--- config.mk ---
export PLATFORM = sky130hd
export DESIGN_NAME = hazard_scoreboard_flat
export DESIGN_NICKNAME = d
export VERILOG_FILES = /design/src/rtl/hazard_scoreboard_if.sv /design/src/rtl/hazard_scoreboard.sv /design/src/flat_wrapper.sv
export SDC_FILE = /design/constraint.sdc
export NUM_CORES = 1
export LEC_CHECK = 0
export BUFFER_PORTS_ARGS = -buffer_cell sky130_fd_sc_hd__buf_2
export CORE_UTILIZATION = 55
export DETAILED_ROUTE_END_ITERATION = 16
export GPL_TIMING_DRIVEN = 0
export PLACE_DENSITY = 0.74
export SYNTH_ARGS = -nofsm -noshare
export SYNTH_HDL_FRONTEND = slang
export SYNTH_SLANG_ARGS = --single-unit
--- constraint.sdc ---
create_clock -name clk -period 7.4 [get_ports clk]
set_input_delay 1.11 -clock clk [delete_from_list [all_inputs] [get_ports clk]]
set_output_delay 1.11 -clock clk [all_outputs]
set_load 0.05 [all_outputs]
--- src/rtl/hazard_scoreboard_if.sv ---
// Decode-slot / memory-return bundle for the load hazard scoreboard.
// master drives the decode and completion inputs; slave is the scoreboard.
interface hazard_scoreboard_if #(
  parameter int REG_ADDR_WIDTH = 5,
  parameter int MAX_PENDING    = 4
);
  localparam int CNT_W = $clog2(MAX_PENDING + 1);

  logic                      in_id_valid;
  logic [REG_ADDR_WIDTH-1:0] in_id_rs1;
  logic [REG_ADDR_WIDTH-1:0] in_id_rs2;
  logic                      in_id_rs1_used;
  logic                      in_id_rs2_used;
  logic [REG_ADDR_WIDTH-1:0] in_id_rd;
  logic                      in_id_is_load;
  logic                      in_issue;
  logic                      in_mem_done;
  logic [REG_ADDR_WIDTH-1:0] in_mem_done_rd;
  logic                      out_stall;
  logic                      out_id_write;
  logic                      out_pc_write;
  logic [CNT_W-1:0]          out_pending_count;
  logic                      out_full;
  logic                      out_error;
  logic                      out_timeout;

  modport master (
    output in_id_valid, in_id_rs1, in_id_rs2, in_id_rs1_used, in_id_rs2_used,
           in_id_rd, in_id_is_load, in_issue, in_mem_done, in_mem_done_rd,
    input  out_stall, out_id_write, out_pc_write, out_pending_count,
           out_full, out_error, out_timeout
  );

  modport slave (
    input  in_id_valid, in_id_rs1, in_id_rs2, in_id_rs1_used, in_id_rs2_used,
           in_id_rd, in_id_is_load, in_issue, in_mem_done, in_mem_done_rd,
    output out_stall, out_id_write, out_pc_write, out_pending_count,
           out_full, out_error, out_timeout
  );
endinterface

--- src/rtl/hazard_scoreboard.sv ---
// Per-register pending-load scoreboard: stalls decode on RAW/WAW against
// in-flight loads or an exhausted load budget, with a stall-run watchdog.
module hazard_scoreboard #(
  parameter int REG_ADDR_WIDTH = 5,
  parameter int NUM_REGS       = 32,
  parameter int MAX_PENDING    = 4,
  parameter int STALL_LIMIT    = 255
) (
  input logic                clk,
  input logic                reset,
  hazard_scoreboard_if.slave bus
);
  localparam int CNT_W = $clog2(MAX_PENDING + 1);
  localparam int WD_W  = $clog2(STALL_LIMIT + 1);

  logic [NUM_REGS-1:0] r_pending;
  logic [CNT_W-1:0]    r_count;
  logic [WD_W-1:0]     r_wd;
  logic                r_error;
  logic                r_timeout;

  logic [NUM_REGS-1:0] w_eff;
  logic [NUM_REGS-1:0] w_pend_nxt;
  logic w_rs1_hit, w_rs2_hit, w_rd_hit, w_rd_trk, w_done_pend;
  logic w_full, w_stall, w_load_fire, w_done_ok, w_done_bad;

  // A completion in the current cycle is bypassed, so it masks its own bit.
  always_comb begin
    w_eff       = '0;
    w_rs1_hit   = 1'b0;
    w_rs2_hit   = 1'b0;
    w_rd_hit    = 1'b0;
    w_rd_trk    = 1'b0;
    w_done_pend = 1'b0;
    for (int r = 1; r < NUM_REGS; r++) begin
      w_eff[r] = r_pending[r] &
                 ~(bus.in_mem_done & (bus.in_mem_done_rd == REG_ADDR_WIDTH'(r)));
      if (bus.in_id_rs1 == REG_ADDR_WIDTH'(r)) w_rs1_hit = w_eff[r];
      if (bus.in_id_rs2 == REG_ADDR_WIDTH'(r)) w_rs2_hit = w_eff[r];
      if (bus.in_id_rd == REG_ADDR_WIDTH'(r)) begin
        w_rd_hit = w_eff[r];
        w_rd_trk = 1'b1;
      end
      if (bus.in_mem_done_rd == REG_ADDR_WIDTH'(r)) w_done_pend = r_pending[r];
    end
  end

  assign w_full  = (r_count == CNT_W'(MAX_PENDING));
  assign w_stall = bus.in_id_valid &
                   ((bus.in_id_rs1_used & w_rs1_hit) |
                    (bus.in_id_rs2_used & w_rs2_hit) |
                    (bus.in_id_is_load & w_rd_hit) |
                    (bus.in_id_is_load & w_rd_trk & w_full & ~bus.in_mem_done));

  assign w_load_fire = bus.in_id_valid & bus.in_issue & ~w_stall &
                       bus.in_id_is_load & w_rd_trk;
  assign w_done_ok   = bus.in_mem_done & w_done_pend;
  assign w_done_bad  = bus.in_mem_done & (bus.in_mem_done_rd != '0) & ~w_done_pend;

  // Set is applied after clear so a same-cycle reissue keeps the bit.
  always_comb begin
    w_pend_nxt = r_pending;
    for (int r = 1; r < NUM_REGS; r++) begin
      if (w_done_ok && (bus.in_mem_done_rd == REG_ADDR_WIDTH'(r))) w_pend_nxt[r] = 1'b0;
      if (w_load_fire && (bus.in_id_rd == REG_ADDR_WIDTH'(r)))     w_pend_nxt[r] = 1'b1;
    end
    w_pend_nxt[0] = 1'b0;
  end

  always_ff @(posedge clk or posedge reset) begin
    if (reset) begin
      r_pending <= '0;
      r_count   <= '0;
      r_wd      <= '0;
      r_error   <= 1'b0;
      r_timeout <= 1'b0;
    end else begin
      r_pending <= w_pend_nxt;
      r_count   <= r_count + CNT_W'(w_load_fire) - CNT_W'(w_done_ok);
      if (w_done_bad) r_error <= 1'b1;
      if (w_stall) begin
        if (r_wd != WD_W'(STALL_LIMIT)) r_wd <= r_wd + WD_W'(1);
        if (r_wd >= WD_W'(STALL_LIMIT - 1)) r_timeout <= 1'b1;
      end else begin
        r_wd <= '0;
      end
    end
  end

  assign bus.out_stall         = w_stall;
  assign bus.out_id_write      = ~w_stall;
  assign bus.out_pc_write      = ~w_stall;
  assign bus.out_pending_count = r_count;
  assign bus.out_full          = w_full;
  assign bus.out_error         = r_error;
  assign bus.out_timeout       = r_timeout;
endmodule
--- src/flat_wrapper.sv ---
// flat-port wrapper written by rule: the top's interface ports become plain ports
module hazard_scoreboard_flat 
#(
  parameter int REG_ADDR_WIDTH = 5,
  parameter int NUM_REGS       = 32,
  parameter int MAX_PENDING    = 4,
  parameter int STALL_LIMIT    = 255
)
  (clk, reset, bus_in_id_valid, bus_in_id_rs1, bus_in_id_rs2, bus_in_id_rs1_used, bus_in_id_rs2_used, bus_in_id_rd, bus_in_id_is_load, bus_in_issue, bus_in_mem_done, bus_in_mem_done_rd, bus_out_stall, bus_out_id_write, bus_out_pc_write, bus_out_pending_count, bus_out_full, bus_out_error, bus_out_timeout);
  hazard_scoreboard_if #(.REG_ADDR_WIDTH(REG_ADDR_WIDTH), .MAX_PENDING(MAX_PENDING)) bus_i ();
  input logic clk;
  input logic reset;
  input wire logic [$bits(bus_i.in_id_valid)-1:0] bus_in_id_valid;
  input wire logic [$bits(bus_i.in_id_rs1)-1:0] bus_in_id_rs1;
  input wire logic [$bits(bus_i.in_id_rs2)-1:0] bus_in_id_rs2;
  input wire logic [$bits(bus_i.in_id_rs1_used)-1:0] bus_in_id_rs1_used;
  input wire logic [$bits(bus_i.in_id_rs2_used)-1:0] bus_in_id_rs2_used;
  input wire logic [$bits(bus_i.in_id_rd)-1:0] bus_in_id_rd;
  input wire logic [$bits(bus_i.in_id_is_load)-1:0] bus_in_id_is_load;
  input wire logic [$bits(bus_i.in_issue)-1:0] bus_in_issue;
  input wire logic [$bits(bus_i.in_mem_done)-1:0] bus_in_mem_done;
  input wire logic [$bits(bus_i.in_mem_done_rd)-1:0] bus_in_mem_done_rd;
  output wire logic [$bits(bus_i.out_stall)-1:0] bus_out_stall;
  output wire logic [$bits(bus_i.out_id_write)-1:0] bus_out_id_write;
  output wire logic [$bits(bus_i.out_pc_write)-1:0] bus_out_pc_write;
  output wire logic [$bits(bus_i.out_pending_count)-1:0] bus_out_pending_count;
  output wire logic [$bits(bus_i.out_full)-1:0] bus_out_full;
  output wire logic [$bits(bus_i.out_error)-1:0] bus_out_error;
  output wire logic [$bits(bus_i.out_timeout)-1:0] bus_out_timeout;
  assign bus_i.in_id_valid = bus_in_id_valid;
  assign bus_i.in_id_rs1 = bus_in_id_rs1;
  assign bus_i.in_id_rs2 = bus_in_id_rs2;
  assign bus_i.in_id_rs1_used = bus_in_id_rs1_used;
  assign bus_i.in_id_rs2_used = bus_in_id_rs2_used;
  assign bus_i.in_id_rd = bus_in_id_rd;
  assign bus_i.in_id_is_load = bus_in_id_is_load;
  assign bus_i.in_issue = bus_in_issue;
  assign bus_i.in_mem_done = bus_in_mem_done;
  assign bus_i.in_mem_done_rd = bus_in_mem_done_rd;
  assign bus_out_stall = bus_i.out_stall;
  assign bus_out_id_write = bus_i.out_id_write;
  assign bus_out_pc_write = bus_i.out_pc_write;
  assign bus_out_pending_count = bus_i.out_pending_count;
  assign bus_out_full = bus_i.out_full;
  assign bus_out_error = bus_i.out_error;
  assign bus_out_timeout = bus_i.out_timeout;
  hazard_scoreboard #(.REG_ADDR_WIDTH(REG_ADDR_WIDTH), .NUM_REGS(NUM_REGS), .MAX_PENDING(MAX_PENDING), .STALL_LIMIT(STALL_LIMIT)) u_core (.clk(clk), .reset(reset), .bus(bus_i));
endmodule
==> impl_metrics.yaml <==
run_status:
  status: "completed"
synth:
  synth_area_um2: 4360
  synth-seq-area-share_pct: 25.2
  ys_ff_latch: 44
  yosysUniqueCellTypes: 75
  ys_async_sr_fraction_pct: 100
  synth_fp_nets: 607
  postSynthCellCount: 574
  ys.flop_type: "dfrtp_1"
  synth-edff-count: 0
  yosysWarnings: 0
  syn_area_per_cell_um2: 7.60
power_and_ir_drop:
  power_density_nw_per_um2: 176
  seqPwrFrac_pct: 37.0
  clockPowerShare_pct: 22.6
  p_switching_w: 0.000365
  power.leakage_nw: 1.80
  pwr-share-comb_pct: 40.4
  intPower_w: 0.000470
  power_w: 0.000835
  swShare_pct: 43.7
  ir_drop_uv: 97.6
global_route:
  track_usage_pct: 41.8
  grt_max_degree: 40
  overflow: 0
  antenna_found_initial: 0
  grt_pass1_vias: 4676
  grt_first_pass_wirelength_um: 26600
die:
  dieArea_um2: 8290
  core_um2: 7690
  initial_core_util_pct: 56.7
  dieHeight_um: 91.1
  ioPinCount: 37
  die_w_um: 91.1
  num_rows: 32
sta:
  whs_ns: 0.469
  maxSlewViolCount: 0
  tightest_slew_ns: 1.24
  setup_tns_ns: 0
  hold_violations: 0
  grt_setup_unrepaired: "false"
  fmax_mhz: 160
  setup_viol: 0
  slew_headroom_pct: 16.3
  skew_ns: 0.00680
  finalCritPeriodShare_pct: 84.3
  period_minus_slack_ns: 6.24
clock_tree:
  postCtsSetupBuffers: 0
  clk_pin_slew_worst_paths_ns: 0.09
  cts_buffers: 5
  cts_tree: "yes"
  root_buffer: "clkbuf_8"
  cts.repair.resized: 0
  clk_latency_ns: 0.30
  cts_sinks: 44
  cts_buffer_depth: 2
  postCtsHoldBufs: 0
  htree_levels: 2
worst_hold_path:
  hp-class: "reg2reg"
critical_path:
  cpMostUsedCell: "buf_2"
  cpPeakStageDelay_ns: 1.04
  arrival_ns: 5.13
  cp-start-kind: "input port"
  crit_path_top_delay_cell: "o21ai_0"
  path_cells: "buf_2, buf_2, nand2_1, o21ai_0, o21ai_0, nor4_1, o31ai_1, a32oi_2, o2111ai_2, buf_2, o21ai_0, buf_4, buf_2"
  endpoint_kind: "output pin"
  worstPathRequired_ns: 6.29
  critPathMaxFanout: 10
  criticalPathCategory: "in2out"
layout:
  fillCellCount: 725
  num_antenna_cells: 0
  seq_area_um2: 1100
  multi_input_area_um2: 2960
  final_util_pct: 61.9
  synthToLayoutAreaGrowth_pct: 9.06
  fin_nets: 643
  drive_gt1_share_pct: 11.9
detailed_routing:
  routed_via_density: 7.29
  vias: 5200
  dr.pass1.iters: 5
  ant_nets: 0
  routedWlPerCell_um: 24.0
  drc: 0
  drtIter0Drc: 665
  wl_um: 17100
place:
  hpwl_um: 12600
  gp_congestion: 1.02
  io_buffers: 28
run:
  maxCapViolCount: 0
## path summary, 6_finish.rpt
kind                                                        from                                        end  slack (ns)  cells past startpoint
worst max register to register  u_core.r_pending[28]$_DFFE_PP0P_  u_core.bus.out_pending_count[2]$_DFF_PP0_        3.49                     13
worst max-delay path                       bus_in_mem_done_rd[1]                           bus_out_pc_write        1.16                     13
worst min register to register  u_core.bus.out_error$_DFFE_PP0P_           u_core.bus.out_error$_DFFE_PP0P_        0.47                      1
worst min-delay path            u_core.bus.out_error$_DFFE_PP0P_           u_core.bus.out_error$_DFFE_PP0P_        0.47                      1
min in group asynchronous                                  reset            u_core.r_pending[8]$_DFFE_PP0P_        0.69                      2
max in group asynchronous                                  reset            u_core.r_pending[7]$_DFFE_PP0P_        6.26                      3
## cell families after synthesis
family	Yosys count	synth area share [%]
multiplexers	17	4.62
AO/OA/AOI/OAI	210	33.2
AND/OR/NAND/NOR	211	26.2
adder cells (fa/ha/maj)	5	1.61
XOR/XNOR	11	2.21
buffers and inverters	76	6.97
flip-flops	44	25.2
## critical path: cells and delay by family
| kind | cells | cell delay [ns] |
|---|---|---|
| compound gates | 6 | 2.32 |
| buf+inv | 5 | 0.98 |
| simple gates | 2 | 0.71 |
## metal layers
metal	global-route usage, %	vias up	part of all wire [%]
li1	-	2268	-
met1	57.8	2409	40
met2	58.8	433	40
met3	11.5	90	14
met4	22.8	0	6.7
met5	0	-	0
## flip-flops by register name (all words and copies together) (netlist names)
name,count
u_core.bus.out_pending_count,3
u_core.bus.out_timeout,1
u_core.r_pending,31
u_core.bus.out_error,1
u_core.r_wd,8
## power by group through the flow
stage	Combinational, W	Sequential, W	Clock [W]
after floorplan	0.000198	0.000325	0
after global placement	0.000320	0.000308	0
after detailed placement	0.000324	0.000309	0
after CTS	0.000326	0.000304	0.000188
after global routing	0.000359	0.000310	0.000198
final	0.000338	0.000309	0.000189
## cell type report
type,count,area share (%)
multi-input combinational,454,62.2
sequential,44,23.1
buffer,52,4.50
timing repair buffer,29,3.37
tap,102,2.68
inverter,24,1.89
clock buffer,6,1.53
clock inverter,2,0.736
## layout by cell type (no fill, tap or decap), drive strengths merged, types with 4 or more instances in the layout
master   instances
a21boi           5
a21oi           27
a221oi           5
a22oi            6
a31oi            5
and3             7
buf             49
clkbuf          38
dfrtp           44
ha               4
inv             23
mux2             5
mux2i           10
nand2           45
nand2b           7
nand3           38
nand3b           4
nand4            4
nand4b           4
nor2            29
nor2b            9
nor3            19
nor3b            7
nor4            10
o2111ai          7
o211ai          18
o21ai           55
o22ai            8
o311ai           4
o31ai           29
o41ai            4
or2              7
or4              6
xnor2            4
xor2             7
## metrics by stage
stage / cell area [µm²] / std cells / setup WS, ns
final: 4760 / 713 / 1.16
after floorplan: 4360 / 574 / 1.66
after detailed placement: 4650 / 705 / 1.56
after global placement: 4630 / 704 / 1.51
after global routing: 4760 / 713 / 1.10
after CTS: 4760 / 713 / 1.54
## cells in the mapped netlist (all sizes together) (3+ instances only)
cell	number	area, µm²
a2111oi	3	26.3
a211oi	3	22.5
a21boi	5	37.5
a21oi	27	135
a221oi	5	43.8
a22oi	6	45.0
a31oi	5	31.3
and2	3	18.8
and3	7	43.8
and4	3	26.3
buf	20	93.9
clkbuf	32	120
dfrtp	44	1100
ha	4	50.1
inv	23	86.3
mux2	5	56.3
mux2i	10	100
nand2	45	169
nand2b	7	43.8
nand3	38	190
nand3b	4	30.0
nand4	4	25.0
nand4b	4	41.3
nand4bb	3	33.8
nor2	29	109
nor2b	9	56.3
nor3	19	95.1
nor3b	7	52.6
nor4	10	62.6
o2111ai	7	67.6
o211ai	18	135
o21ai	55	279
o221ai	3	26.3
o22ai	8	50.1
o311a	3	30.0
o311ai	4	35.0
o31ai	29	218
o41ai	4	35.0
or2	7	43.8
or4	6	45.0
xnor2	4	35.0
xor2	7	61.3
Note: power is estimated with default switching activity, not from simulation.
